$ cat config.mk
export PLATFORM = sky130hd
export DESIGN_NAME = approx_error_monitor
export DESIGN_NICKNAME = d
export VERILOG_FILES = /design/src/rtl/approx_error_monitor.sv
export SDC_FILE = /design/constraint.sdc
export NUM_CORES = 1
export LEC_CHECK = 0
export CAP_MARGIN = 10
export CORE_ASPECT_RATIO = 2
export CORE_MARGIN = 2
export CORE_UTILIZATION = 53
export CTS_CLUSTER_SIZE = 12
export DETAILED_ROUTE_END_ITERATION = 8
export DONT_BUFFER_PORTS = 1
export HOLD_SLACK_MARGIN = 0.06
export PLACE_DENSITY_LB_ADDON = 0.2
export SYNTH_ARGS = -nofsm -noshare
export SYNTH_HDL_FRONTEND = slang
export SYNTH_SLANG_ARGS = --single-unit
$ cat constraint.sdc
create_clock -name clk -period 4.3 [get_ports clk]
set_clock_uncertainty 0.15 [all_clocks]
set_input_delay 0.86 -clock clk [delete_from_list [all_inputs] [get_ports clk]]
set_output_delay 0.86 -clock clk [all_outputs]
set_load 0.01 [all_outputs]
$ cat src/rtl/approx_error_monitor.sv
// approx_error_monitor
// Error-characterization engine for 8-bit approximate adders. It accepts
// (A, B, Cin, S_approx) samples over a valid/ready handshake and recomputes
// the exact sum. Over a programmed run of N samples it accumulates the
// error count, the maximum error distance and the summed error distance.
// Optional feature macro: AEM_BIAS_EN adds the signed err_bias accumulator.
module approx_error_monitor (
  input  logic        clk,
  input  logic        rst,
  input  logic        start,
  input  logic [15:0] num_samples,
  input  logic [7:0]  A,
  input  logic [7:0]  B,
  input  logic        Cin,
  input  logic [8:0]  S_approx,
  input  logic        in_valid,
  output logic        in_ready,
  output logic [15:0] err_count,
  output logic [8:0]  max_ed,
  output logic [24:0] sum_ed,
  output logic        busy,
  output logic        done
`ifdef AEM_BIAS_EN
  ,
  output logic signed [25:0] err_bias
`endif
);

  typedef enum logic [1:0] {
    ST_IDLE  = 2'd0,
    ST_RUN   = 2'd1,
    ST_DRAIN = 2'd2,
    ST_DONE  = 2'd3
  } state_t;

  state_t      state_reg;
  state_t      state_next;

  // Run control: latched sample count and accepted-sample counter
  logic [15:0] n_reg;
  logic [15:0] acc_reg;

  // Stage 1: registered sample
  logic        s1_valid_reg;
  logic [7:0]  s1_a_reg;
  logic [7:0]  s1_b_reg;
  logic        s1_cin_reg;
  logic [8:0]  s1_s_reg;

  // Stage 1 combinational results
  logic [8:0]  exact;
  logic [9:0]  diff;
  logic [9:0]  diff_abs;
  logic [8:0]  ed;

  // Stage 2 inputs: registered error distance
  logic        ed_valid_reg;
  logic [8:0]  ed_reg;

  // Accumulators
  logic [15:0] err_count_reg;
  logic [8:0]  max_ed_reg;
  logic [24:0] sum_ed_reg;

`ifdef AEM_BIAS_EN
  logic [9:0]         diff_reg;
  logic signed [25:0] err_bias_reg;
`endif

  logic        launch;
  logic        xfer;
  logic        last_xfer;

  // A run can only be launched from a quiescent state; start elsewhere is ignored
  assign launch    = start && ((state_reg == ST_IDLE) || (state_reg == ST_DONE));
  assign in_ready  = (state_reg == ST_RUN) && (acc_reg < n_reg);
  assign xfer      = in_valid && in_ready;
  assign last_xfer = xfer && (({1'b0, acc_reg} + 17'd1) == {1'b0, n_reg});

  // Next-state and status decode
  always_comb begin
    state_next = state_reg;
    busy       = 1'b0;
    done       = 1'b0;
    case (state_reg)
      ST_IDLE: begin
        if (start) begin
          state_next = (num_samples == 16'd0) ? ST_DONE : ST_RUN;
        end
      end
      ST_RUN: begin
        busy = 1'b1;
        if (last_xfer) begin
          state_next = ST_DRAIN;
        end
      end
      ST_DRAIN: begin
        busy = 1'b1;
        // The sample in the ED register is folded in on this same edge,
        // so only stage 1 has to be empty before the run is complete.
        if (!s1_valid_reg) begin
          state_next = ST_DONE;
        end
      end
      ST_DONE: begin
        done = 1'b1;
        if (start) begin
          state_next = (num_samples == 16'd0) ? ST_DONE : ST_RUN;
        end
      end
      default: begin
        state_next = ST_IDLE;
      end
    endcase
  end

  // State register and run bookkeeping
  always_ff @(posedge clk) begin
    if (rst) begin
      state_reg <= ST_IDLE;
      n_reg     <= 16'd0;
      acc_reg   <= 16'd0;
    end else begin
      state_reg <= state_next;
      if (launch) begin
        n_reg   <= num_samples;
        acc_reg <= 16'd0;
      end else if (xfer) begin
        acc_reg <= acc_reg + 16'd1;
      end
    end
  end

  // Stage 1 capture of each transferred sample
  always_ff @(posedge clk) begin
    if (rst) begin
      s1_valid_reg <= 1'b0;
      s1_a_reg     <= 8'd0;
      s1_b_reg     <= 8'd0;
      s1_cin_reg   <= 1'b0;
      s1_s_reg     <= 9'd0;
    end else begin
      s1_valid_reg <= xfer;
      if (xfer) begin
        s1_a_reg   <= A;
        s1_b_reg   <= B;
        s1_cin_reg <= Cin;
        s1_s_reg   <= S_approx;
      end
    end
  end

  // Exact sum and signed difference; |diff| never exceeds 511 so it fits 9 bits
  always_comb begin
    exact    = {1'b0, s1_a_reg} + {1'b0, s1_b_reg} + {8'd0, s1_cin_reg};
    diff     = {1'b0, s1_s_reg} - {1'b0, exact};
    diff_abs = diff[9] ? (10'd0 - diff) : diff;
    ed       = diff_abs[8:0];
  end

  // Stage 1 output register: error distance plus its valid bit
  always_ff @(posedge clk) begin
    if (rst) begin
      ed_valid_reg <= 1'b0;
      ed_reg       <= 9'd0;
    end else begin
      ed_valid_reg <= s1_valid_reg;
      ed_reg       <= ed;
    end
  end

`ifdef AEM_BIAS_EN
  // Signed difference travels alongside the error distance
  always_ff @(posedge clk) begin
    if (rst) begin
      diff_reg <= 10'd0;
    end else begin
      diff_reg <= diff;
    end
  end
`endif

  // Stage 2 accumulation; cleared when a new run launches
  always_ff @(posedge clk) begin
    if (rst || launch) begin
      err_count_reg <= 16'd0;
      max_ed_reg    <= 9'd0;
      sum_ed_reg    <= 25'd0;
    end else if (ed_valid_reg) begin
      err_count_reg <= err_count_reg + {15'd0, (ed_reg != 9'd0)};
      if (ed_reg > max_ed_reg) begin
        max_ed_reg <= ed_reg;
      end
      sum_ed_reg    <= sum_ed_reg + {16'd0, ed_reg};
    end
  end

`ifdef AEM_BIAS_EN
  // Signed bias accumulation of (S_approx - exact)
  always_ff @(posedge clk) begin
    if (rst || launch) begin
      err_bias_reg <= 26'sd0;
    end else if (ed_valid_reg) begin
      err_bias_reg <= err_bias_reg + $signed({{16{diff_reg[9]}}, diff_reg});
    end
  end

  assign err_bias = err_bias_reg;
`endif

  assign err_count = err_count_reg;
  assign max_ed    = max_ed_reg;
  assign sum_ed    = sum_ed_reg;

endmodule

==> reports/summary.txt <==
hold_ws - 0.304 ns
top cells by count, synth - nor2_1, dfxtp_1, inv_1
Total Wirelength - 15.5 mm
crit share post-route - 91.5%
max FFs per register - 25
Final min period - 3.93 ns
Main synth FF type - dfxtp_1
Nets - 935
Startpoint Class - flip-flop
area of the multi-input gates - 4230 um^2
Post-DRT Antenna Nets - 0
Ys Warns - 0
layout cells sized above 1 - 6.51%
EDFF count, synth - 0
CP max FO - 8
area leader, netlist - dfxtp_1
CP peak stage delay - 0.75 ns
Pwr Density - 681 nW/um^2
Num CTS Buffers - 17
Die X - 85.3 um
register bit total from synthesis - 121
CTS tree - yes
Post-synth ARST share - 0%
hpwl dp - 11.9 mm
initial antenna violation count - 0
post-route setup TNS - 0 ns
H-tree depth - 4
Syn Area/Cell - 8.54 um^2
setup violators final - 0
most used cell, CP - fa_1
CTS Buffer Depth - 2
PostCTS Resize Cnt - 0
Core Util, Final - 59.5%
Layout fillers - 1,153
num ports - 99
DRC viols - 0
cell chain of the critical path - ha_1 -> fa_1 -> inv_1 -> fa_1 -> a211o_1 -> a21oi_1 -> o21bai_1 -> a2111oi_0 -> nor3_1 -> o21ai_1 -> xor2_1 -> nor2_1
drt first pass iters - 4
required time worst endpoint - 4.44 ns
CTS Root Cell - clkbuf_16
setup ws final - 0.365 ns
Routed WL per cell - 15.7 um
Synth-to-Final Area Change - 10.1%
CP arrival - 4.08 ns
largest net degree at the start of global routing - 57
family with the most delay on the worst path - compound AO/OA/AOI/OAI gates
CP bufs+invs - 1
leakage - 3.25 nW
status - completed
Rel. slew slack - 36.6%
MaxCap Viol Count - 0
DR iter-0 viols - 146
fin cells - 982
top-count cell post-synth - nor2_1
Post-Syn Nets - 936
CP endpoint kind - flip-flop
critical path class - flip-flop to flip-flop
Starting Density - 54.0%
worst hold path type - flip-flop to flip-flop
Worst Tran Pin Value - 0.947 ns
Clock Latency Late Sink - 0.41 ns
core area - 13,000 um^2
clock-pin slew on the worst setup and hold paths - 0.06 ns
GRT Overall Usage - 22.1%
DR vias - 5,643
register area share after synthesis - 34.5%
Core Rows - 59
Netlist cell types - 61
global-route wire length before repair - 25.6 mm
worst vdd ir - 0.574 mV
Cells after DPL - 953
total gr overflow - 0
Antenna Cells - 0
top cells by area, synth - dfxtp_1, ha_1, mux2i_1
Post-CTS Setup Bufs - 0
post-route cell area - 7720 um^2
clk sinks - 121
Die ar. - 14,200 um^2
CTS Hold Bufs - 0
top-area cell type share of the netlist area - 34.5%
post-synthesis cell count - 821
number of global-route vias before repair - 5,707
GP Congestion - 0.837
Placement Setup Slack - 0.504 ns
unrepaired setup endpoints after global routing - no
final hold violations - 0
Die Height - 167 um
Max Clock Freq - 254 MHz
via-per-instance ratio - 5.75
Pwr Total - 5.26 mW
slowest CP cell - a2111oi_0
Port Buffers - 0
Reg area - 2420 um^2
Final Max Slew Viols - 0
Netlist Area Pre-Place - 7010 um^2
DP Area - 7150 um^2
[path summary, 6_finish.rpt]
path                             startpoint         to  slack (ns)  cells past startpoint
worst min-delay path               n_reg[0]   n_reg[0]        0.30                      2
worst min register to register     n_reg[0]   n_reg[0]        0.30                      2
worst max-delay path            s1_b_reg[0]  ed_reg[7]        0.37                     12
worst max register to register  s1_b_reg[0]  ed_reg[7]        0.37                     12
[per-layer routing]
metal  vias to the layer above  share of wire, %  track usage (%)
met5                         -                 0                0
met4                         0               1.8             9.39
met3                        27               4.7             5.40
met2                       139                57             42.9
met1                      2676                36             21.3
li1                       2801                 -                -
[kinds of logic after synthesis]
family	Yosys count	synth area share (%)
simple gates	300	20.6
compound gates	117	10.5
xor+xnor	70	8.74
flops	121	34.5
mux	48	6.85
fa+ha+maj	69	13.4
buf+inv	96	5.37
[power breakdown]
group | switching, mW | leakage (nW) | internal [mW] | total (mW)
registers | 0.147 | 0.982 | 1.28 | 1.43
clock network | 0.485 | 0.288 | 0.910 | 1.39
logic | 1.39 | 1.98 | 1.05 | 2.44
total | 2.02 | 3.25 | 3.24 | 5.26
[area by class of cell]
| type | count | share of cell area [%] |
|---|---|---|
| inverters | 69 | 3.35 |
| flip-flops and latches | 121 | 31.4 |
| well taps | 152 | 2.46 |
| multi-input cells | 604 | 54.7 |
| clock inverters | 10 | 1.67 |
| clock buffers | 19 | 5.73 |
| repair buffers | 7 | 0.680 |
[cell usage in the layout, fill, tap and decap left out, types with 24 or more instances in the layout]
cell and n:
xor2_1 36, o21ai_0 24, a21oi_1 39, dfxtp_1 121, ha_1 59, inv_1 68, xnor2_1 34, nand2_1 56
mux2i_1 48, nand3_1 26, nor2_1 122
[tightest hold or removal path: cells and delay by family (launching register included)]
family	cells	cell delay, ns
AOI/OAI and AO/OA	1	0.05
DFF	1	0.31
and+or+nand+nor	1	0.05
No activity file was read; power rests on OpenSTA's default activity.
